**src/rtl/recv_frame_pkg.sv**
```systemverilog
// Shared definitions for the receive frame parser: sync value, header field
// positions, FSM state encoding and a saturating counter helper.
package recv_frame_pkg;

    localparam logic [15:0] SYNC_WORD_DEF = 16'hA55A;

    // Header word layout
    localparam int unsigned HDR_SYNC_HI = 31;
    localparam int unsigned HDR_SYNC_LO = 16;
    localparam int unsigned HDR_TYPE_HI = 15;
    localparam int unsigned HDR_TYPE_LO = 8;
    localparam int unsigned HDR_LEN_HI  = 7;
    localparam int unsigned HDR_LEN_LO  = 0;

    typedef enum logic [1:0] {
        ST_HUNT    = 2'd0,
        ST_PAYLOAD = 2'd1,
        ST_TRAILER = 2'd2
    } state_e;

    function automatic logic [15:0] sat_inc(input logic [15:0] v);
        return (v == '1) ? v : v + 16'd1;
    endfunction

endpackage

```
**src/rtl/recv_skid_buf.sv**
```systemverilog
// Two-entry valid/ready buffer. The head entry drives the output directly, so
// the output holds still while valid is high and ready is low. The writer is
// responsible for never pushing into a full buffer; occupancy is exposed for it.
module recv_skid_buf
    import recv_frame_pkg::*;
#(
    parameter int unsigned W = 34
) (
    input  logic         clk_i,
    input  logic         rst_ni,
    input  logic         in_valid_i,
    input  logic [W-1:0] in_data_i,
    output logic         out_valid_o,
    input  logic         out_ready_i,
    output logic [W-1:0] out_data_o,
    output logic [1:0]   occ_o
);

    logic [W-1:0] head_q, head_d;
    logic [W-1:0] tail_q, tail_d;
    logic [1:0]   cnt_q, cnt_d;
    logic         pop;

    assign pop         = (cnt_q != 2'd0) && out_ready_i;
    assign out_valid_o = (cnt_q != 2'd0);
    assign out_data_o  = head_q;
    assign occ_o       = cnt_q;

    // Next-state for head/tail entries and occupancy
    always_comb begin
        head_d = head_q;
        tail_d = tail_q;
        cnt_d  = cnt_q;
        case (cnt_q)
            2'd0: begin
                if (in_valid_i) begin
                    head_d = in_data_i;
                    cnt_d  = 2'd1;
                end
            end
            2'd1: begin
                if (in_valid_i && pop) begin
                    head_d = in_data_i;
                end else if (in_valid_i) begin
                    tail_d = in_data_i;
                    cnt_d  = 2'd2;
                end else if (pop) begin
                    cnt_d = 2'd0;
                end
            end
            default: begin
                if (pop) begin
                    head_d = tail_q;
                    if (in_valid_i) begin
                        tail_d = in_data_i;
                    end else begin
                        cnt_d = 2'd1;
                    end
                end
            end
        endcase
    end

    // Buffer storage registers
    always_ff @(posedge clk_i or negedge rst_ni) begin
        if (!rst_ni) begin
            head_q <= '0;
            tail_q <= '0;
            cnt_q  <= '0;
        end else begin
            head_q <= head_d;
            tail_q <= tail_d;
            cnt_q  <= cnt_d;
        end
    end

endmodule

```
**src/rtl/recv_frame_parser.sv**
```systemverilog
// Receive frame parser: pops words from the async FIFO read port, hunts for
// the sync header, forwards payload with first/last markers through a small
// output buffer and verifies the trailer checksum.
module recv_frame_parser
    import recv_frame_pkg::*;
#(
    parameter int unsigned DATA_W    = 32,
    parameter int unsigned MAX_LEN   = 255,
    parameter logic [15:0] SYNC_WORD = SYNC_WORD_DEF
) (
    input  logic              rd_clk,
    input  logic              rd_rst_n,
    output logic              fifo_rd_en,
    input  logic [DATA_W-1:0] fifo_rd_data,
    input  logic              fifo_rd_empty,
    output logic              m_valid,
    input  logic              m_ready,
    output logic [DATA_W-1:0] m_data,
    output logic              m_first,
    output logic              m_last,
    output logic [7:0]        m_type,
    output logic              frame_done,
    output logic              frame_err,
    output logic [15:0]       ok_cnt,
    output logic [15:0]       err_cnt,
    output logic [15:0]       drop_cnt
);

    state_e             state_q, state_d;
    logic               run_q;
    logic               inflight_q;
    logic [DATA_W-1:0]  sum_q, sum_d;
    logic [7:0]         cnt_q, cnt_d;
    logic [7:0]         type_q, type_d;
    logic               first_q, first_d;
    logic               done_q, done_d;
    logic               err_q, err_d;
    logic [15:0]        ok_cnt_q, err_cnt_q, drop_cnt_q;
    logic               ok_inc, err_inc, drop_inc;

    logic               push;
    logic               push_first, push_last;
    logic [DATA_W+1:0]  buf_out;
    logic [1:0]         occ;
    logic               pop;
    logic [1:0]         occ_eff;
    logic [1:0]         load;

    logic               word_vld;
    logic [15:0]        hdr_sync;
    logic [7:0]         hdr_type;
    logic [7:0]         hdr_len;
    logic               len_ok;

    assign word_vld = inflight_q;
    assign hdr_sync = fifo_rd_data[HDR_SYNC_HI:HDR_SYNC_LO];
    assign hdr_type = fifo_rd_data[HDR_TYPE_HI:HDR_TYPE_LO];
    assign hdr_len  = fifo_rd_data[HDR_LEN_HI:HDR_LEN_LO];
    assign len_ok   = (hdr_len != 8'd0) && ({24'd0, hdr_len} <= 32'(MAX_LEN));

    // A slot freed by this cycle's downstream handshake is credited at once so
    // a steady stream sustains one word per cycle without overflowing.
    assign pop        = m_valid && m_ready;
    assign occ_eff    = occ - {1'b0, pop};
    assign load       = occ_eff + {1'b0, inflight_q};
    assign fifo_rd_en = run_q && !fifo_rd_empty && (load < 2'd2);

    recv_skid_buf #(
        .W (DATA_W + 2)
    ) u_skid (
        .clk_i       (rd_clk),
        .rst_ni      (rd_rst_n),
        .in_valid_i  (push),
        .in_data_i   ({fifo_rd_data, push_first, push_last}),
        .out_valid_o (m_valid),
        .out_ready_i (m_ready),
        .out_data_o  (buf_out),
        .occ_o       (occ)
    );

    assign m_data     = buf_out[DATA_W+1:2];
    assign m_first    = buf_out[1];
    assign m_last     = buf_out[0];
    assign m_type     = type_q;
    assign frame_done = done_q;
    assign frame_err  = err_q;
    assign ok_cnt     = ok_cnt_q;
    assign err_cnt    = err_cnt_q;
    assign drop_cnt   = drop_cnt_q;

    // Frame FSM: next state, checksum accumulation and buffer push
    always_comb begin
        state_d    = state_q;
        sum_d      = sum_q;
        cnt_d      = cnt_q;
        type_d     = type_q;
        first_d    = first_q;
        done_d     = 1'b0;
        err_d      = 1'b0;
        ok_inc     = 1'b0;
        err_inc    = 1'b0;
        drop_inc   = 1'b0;
        push       = 1'b0;
        push_first = 1'b0;
        push_last  = 1'b0;
        case (state_q)
            ST_HUNT: begin
                if (word_vld) begin
                    if (hdr_sync == SYNC_WORD) begin
                        if (len_ok) begin
                            type_d  = hdr_type;
                            cnt_d   = hdr_len;
                            sum_d   = fifo_rd_data;
                            first_d = 1'b1;
                            state_d = ST_PAYLOAD;
                        end else begin
                            done_d  = 1'b1;
                            err_d   = 1'b1;
                            err_inc = 1'b1;
                        end
                    end else begin
                        drop_inc = 1'b1;
                    end
                end
            end
            ST_PAYLOAD: begin
                if (word_vld) begin
                    push       = 1'b1;
                    push_first = first_q;
                    push_last  = (cnt_q == 8'd1);
                    sum_d      = sum_q + fifo_rd_data;
                    cnt_d      = cnt_q - 8'd1;
                    first_d    = 1'b0;
                    if (cnt_q == 8'd1) begin
                        state_d = ST_TRAILER;
                    end
                end
            end
            ST_TRAILER: begin
                if (word_vld) begin
                    done_d  = 1'b1;
                    err_d   = (fifo_rd_data != sum_q);
                    ok_inc  = (fifo_rd_data == sum_q);
                    err_inc = (fifo_rd_data != sum_q);
                    state_d = ST_HUNT;
                end
            end
            default: begin
                state_d = ST_HUNT;
            end
        endcase
    end

    // FSM state, frame context and read-in-flight tracking
    always_ff @(posedge rd_clk or negedge rd_rst_n) begin
        if (!rd_rst_n) begin
            state_q    <= ST_HUNT;
            run_q      <= 1'b0;
            inflight_q <= 1'b0;
            sum_q      <= '0;
            cnt_q      <= '0;
            type_q     <= '0;
            first_q    <= 1'b0;
            done_q     <= 1'b0;
            err_q      <= 1'b0;
        end else begin
            state_q    <= state_d;
            run_q      <= 1'b1;
            inflight_q <= fifo_rd_en;
            sum_q      <= sum_d;
            cnt_q      <= cnt_d;
            type_q     <= type_d;
            first_q    <= first_d;
            done_q     <= done_d;
            err_q      <= err_d;
        end
    end

    // Saturating statistics counters
    always_ff @(posedge rd_clk or negedge rd_rst_n) begin
        if (!rd_rst_n) begin
            ok_cnt_q   <= '0;
            err_cnt_q  <= '0;
            drop_cnt_q <= '0;
        end else begin
            if (ok_inc)   ok_cnt_q   <= sat_inc(ok_cnt_q);
            if (err_inc)  err_cnt_q  <= sat_inc(err_cnt_q);
            if (drop_inc) drop_cnt_q <= sat_inc(drop_cnt_q);
        end
    end

endmodule

```
**config.mk**
```make
export PLATFORM = sky130hd
export DESIGN_NAME = recv_frame_parser
export DESIGN_NICKNAME = d
export VERILOG_FILES = /design/src/rtl/recv_frame_pkg.sv /design/src/rtl/recv_skid_buf.sv /design/src/rtl/recv_frame_parser.sv
export SDC_FILE = /design/constraint.sdc
export NUM_CORES = 1
export LEC_CHECK = 0
export ABC_AREA = 1
export CAP_MARGIN = 15
export CORE_ASPECT_RATIO = 1.5
export CORE_MARGIN = 5
export CORE_UTILIZATION = 51
export DETAILED_ROUTE_END_ITERATION = 7
export HOLD_SLACK_MARGIN = 0.02
export PLACE_DENSITY_LB_ADDON = 0.08
export SLEW_MARGIN = 5
export SYNTH_ARGS = -nofsm -noshare
export SYNTH_HDL_FRONTEND = slang
export SYNTH_SLANG_ARGS = --single-unit
```
**constraint.sdc**
```tcl
create_clock -name rd_clk -period 1.97 [get_ports rd_clk]
set_clock_uncertainty 0.1 [all_clocks]
set_input_delay 0.2955 -clock rd_clk [delete_from_list [all_inputs] [get_ports rd_clk]]
set_output_delay 0.2955 -clock rd_clk [all_outputs]
set_load 0.01 [all_outputs]
```
==> metrics.md <==
| Metric | Value |
|---|---|
| Outcome | complete, but fails checks |
| Violated checks | negative setup slack |
| End of the worst register-to-register path | err_cnt[12] |
| RSZ-0062 raised after global routing | yes |
| Diodes inserted | 0 |
| Sw Ratio | 30.63% |
| Most frequent cells in the layout | nand2_1 (439), dfrtp_1 (172), inv_1 (161) |
| Die W | roughly 130 µm |
| Post-synth ARST share | between 90% and 100% |
| Simple-gate portion of the synthesized area | 33.14% |
| Psw | 2.841 mW |
| Minimum clock period | roughly 2.3 ns |
| Initial antenna violation count | 0 |
| DR WL/cell | between 15 and 20 µm |
| Buffers added on ports | between 100 and 150 |
| Comb pwr share | 22.7% |
| # fillers | about 1500 |
| Area share of the largest cell type after synthesis | about two fifths |
| Vias in the first global route | between 10000 and 15000 |
| Post-Syn Area | between 0.01 and 0.015 mm² |
| R2R Path Start | sum_q[3] |
| R2R Setup Slk | -0.27 ns |
| Sequential Power Share | about two fifths |
| Leakage | 7.911 nW |
| Vias per inst | between 5 and 6 |
| Hold crit path type | input pin to async pin |
| Fin. Hold Viols | 0 |
| WL final | 37.75 mm |
| Clock network power share | 36.2% |
| CP bufs+invs | 1 |
| Setup WS post-layout | -0.2843 ns |
| Multiplexer share of the synthesized area | 0% |
| Final setup vio count | between 50 and 60 |
| Critical Path Slowest Stage Cell | dfrtp_1 |
| FMAX | ~440 MHz |
| Clock sink count | 173 |
| Most common cell after layout, fill and taps aside | nand2_1 |
| CTS tree | yes |
| CTS Buf Count | 17 |
| P&R area growth vs syn | 49.24% |
| Total GRT Usage | 29.08% |
| Ports | 130 |
| Post-synthesis instance total | around 1500 |
| DP Area | approximately 0.013 mm² |
| Vias | around 11000 |
| Final worst path period share | 114.4% |
| H-tree levels | 4 |
| WHS | around 0.18 ns |
| Synth Area in Compound Gates | under 10% |
| Root buf cell | clkbuf_16 |
| Die Area | around 0.024 mm² |
| Die H | 187.1 µm |
| Largest net degree at the start of global routing | 53 |
| Dpl hpwl | around 26 mm |
| Clock latency on the worst-skew pair | ~0.44 ns |
| Power Density | around 600 mW/mm² |
| Core ar. | between 0.02 and 0.025 mm² |
| Distinct cells, synth | between 40 and 50 |
| Post-route ant nets | 0 |
| CTS Buffer Depth | 2 |
| WP data required | approximately 1.6 ns |
| Number of synthesized flops with an enable pin | 0 |
| DRC viols | 0 |
| CP max stage delay | about 0.39 ns |
| Synth Flop Type | dfrtp_1 |
| XOR/XNOR Fraction of Synth Area | 4.433% |
| Clock-pin slew on the worst setup and hold paths | about 0.07 ns |
| Setup TNS | -9.506 ns |
| Peak supply drop | roughly 0.57 mV |
| Slew Limit Fails | 0 |
| Syn Nets | between 1500 and 2000 |
| Adder-Cell Fraction of Synth Area | about 4.5% |
| Initial core utilization | between 50% and 60% |
| Layout cell share with drive strength beyond 1 | between 20 and 30% |
| Global-route wire length before repair | between 50 and 60 mm |
| Post-Syn Area per Cell | 7.028 µm² |
| Initial DRC count | just under 1000 |
| Yosys Warn Count | 0 |
| FF-to-FF path depth | 10 |
| Nets@finish | about 1900 |
| #FFs+latches synth | approximately 170 |
| Crit end category | output pin |
| Setup Crit Path Kind | flop to output pin |
| Top post-synthesis cells by area | dfrtp_1 (41%), nand2_1 (19%), inv_1 (6.4%), nor2_1 (4.9%), ha_1 (4.3%) |
| Max Cap Viol | 0 |
| Post-route design area | approximately 0.016 mm² |
| Crit-path cells | nor2_2, nor2_1, ha_2, nor2_2, nand2_1, nand2_1, nor3_2, buf_2 |
| Crit Path Max Fanout | 2 |
| First drt pass iteration count | 5 |
| Top cell type by total area after synthesis | dfrtp_1 |
| CP top delay family | simple AND/OR/NAND/NOR gates |
| GPL Wtd Cong | 0.9848 |
| Post-synthesis sequential area ratio | between 40% and 50% |
| Row cnt | 64 |
| Pint | 6.435 mW |
| Critical path arrival | 1.86 ns |
| Critical Path Source Type | flop |
| Largest family of logic cells by synthesized area | simple AND/OR/NAND/NOR gates |
| GR Overflow Total | 0 |
[state kept, by name, indices dropped and copies added, names as in the netlist, 8 cells and up]
register	cells
drop_cnt	16
cnt_q	8
u_skid.out_data_o	34
err_cnt	16
u_skid.tail_q	34
ok_cnt	16
sum_q	32
m_type	8
[Yosys cell counts, types with 24 or more instances]
cell type and number:
ha_1 37, nand4_1 24, nand2_1 551, nor2_1 138, nand3_1 85, a21oi_1 33
xor2_1 45, dfrtp_1 173, inv_1 182, o21ai_0 46, o21ai_1 37, a31oi_1 38
[worst max path at each step]
| stage | startpoint | to | slack, ns | cells past startpoint |
|---|---|---|---|---|
| after floorplan | sum_q[0] | sum_q[12] | 0.01 | 9 |
| after global placement | fifo_rd_data[9] | ok_cnt[12] | -0.72 | 12 |
| after detailed placement | fifo_rd_data[9] | ok_cnt[10] | -0.72 | 13 |
| after CTS | u_skid.occ_o[0] | fifo_rd_en | -0.25 | 8 |
| after global routing | u_skid.occ_o[0] | fifo_rd_en | -0.39 | 8 |
| final | u_skid.occ_o[0] | fifo_rd_en | -0.28 | 8 |
[per-layer routing]
metal	vias up	part of all wire (%)	track usage (%)
met1	5428	37	32.81
met4	0	6.3	14.95
met3	144	4.5	4.143
met5	-	0	0
met2	428	52	52.38
li1	5405	-	-
[metrics by stage]
step | std cells | util [%] | total power [mW] | worst slack, ns
2_1_floorplan | 1518 | - | 4.518 | 0.01331
3_5_place_dp | 2026 | 65.54 | 5.401 | -0.7246
5_1_grt | 2099 | 77.67 | 9.612 | -0.3856
6_report | 2099 | 77.67 | 9.276 | -0.2843
3_3_place_gp | 2026 | 65.54 | 5.391 | -0.7174
4_1_cts | 2072 | 71.91 | 8.865 | -0.2467
[cells by family (layout without fill, tap and decap cells)]
| logic type | count (synthesis) | in the layout |
|---|---|---|
| DFF | 173 | 173 |
| AOI/OAI and AO/OA | 162 | 162 |
| xor gates and xnor gates | 54 | 54 |
| buffers and inverters | 240 | 556 |
| and+or+nand+nor | 850 | 851 |
| other | 1 | 1 |
| adders and majority gates | 38 | 38 |
[power groups by stage]
stage / Sequential (mW) / Combinational, mW / Clock [mW]
floorplan: 3.90 / 0.622 / 0
global placement: 3.84 / 1.55 / 0
detailed placement: 3.84 / 1.56 / 0
CTS: 3.78 / 1.71 / 3.37
global route: 3.83 / 2.27 / 3.52
finish: 3.81 / 2.11 / 3.36
[final cells by class]
type,instances,area (µm²),share of cell area (%)
Timing Repair Buffer,327,3129,19.65
Multi-Input combinational cell,1106,6810,42.77
Tap cell,264,330.3,2.074
Clock inverter,13,140.1,0.8801
Clock buffer,19,432.9,2.719
Sequential cell,173,4330,27.20
Inverter,197,749.5,4.707
[what timing repair did]
item,4_1_cts,5_1_grt
buffers inserted,12,26
endpoints found under the hold margin,173,0
pin swaps,64,108
hold buffers,1,0
gates cloned,1,4
endpoints found under the setup margin,75,89
resized for setup,162,255
(Power assumes the default switching activity.)
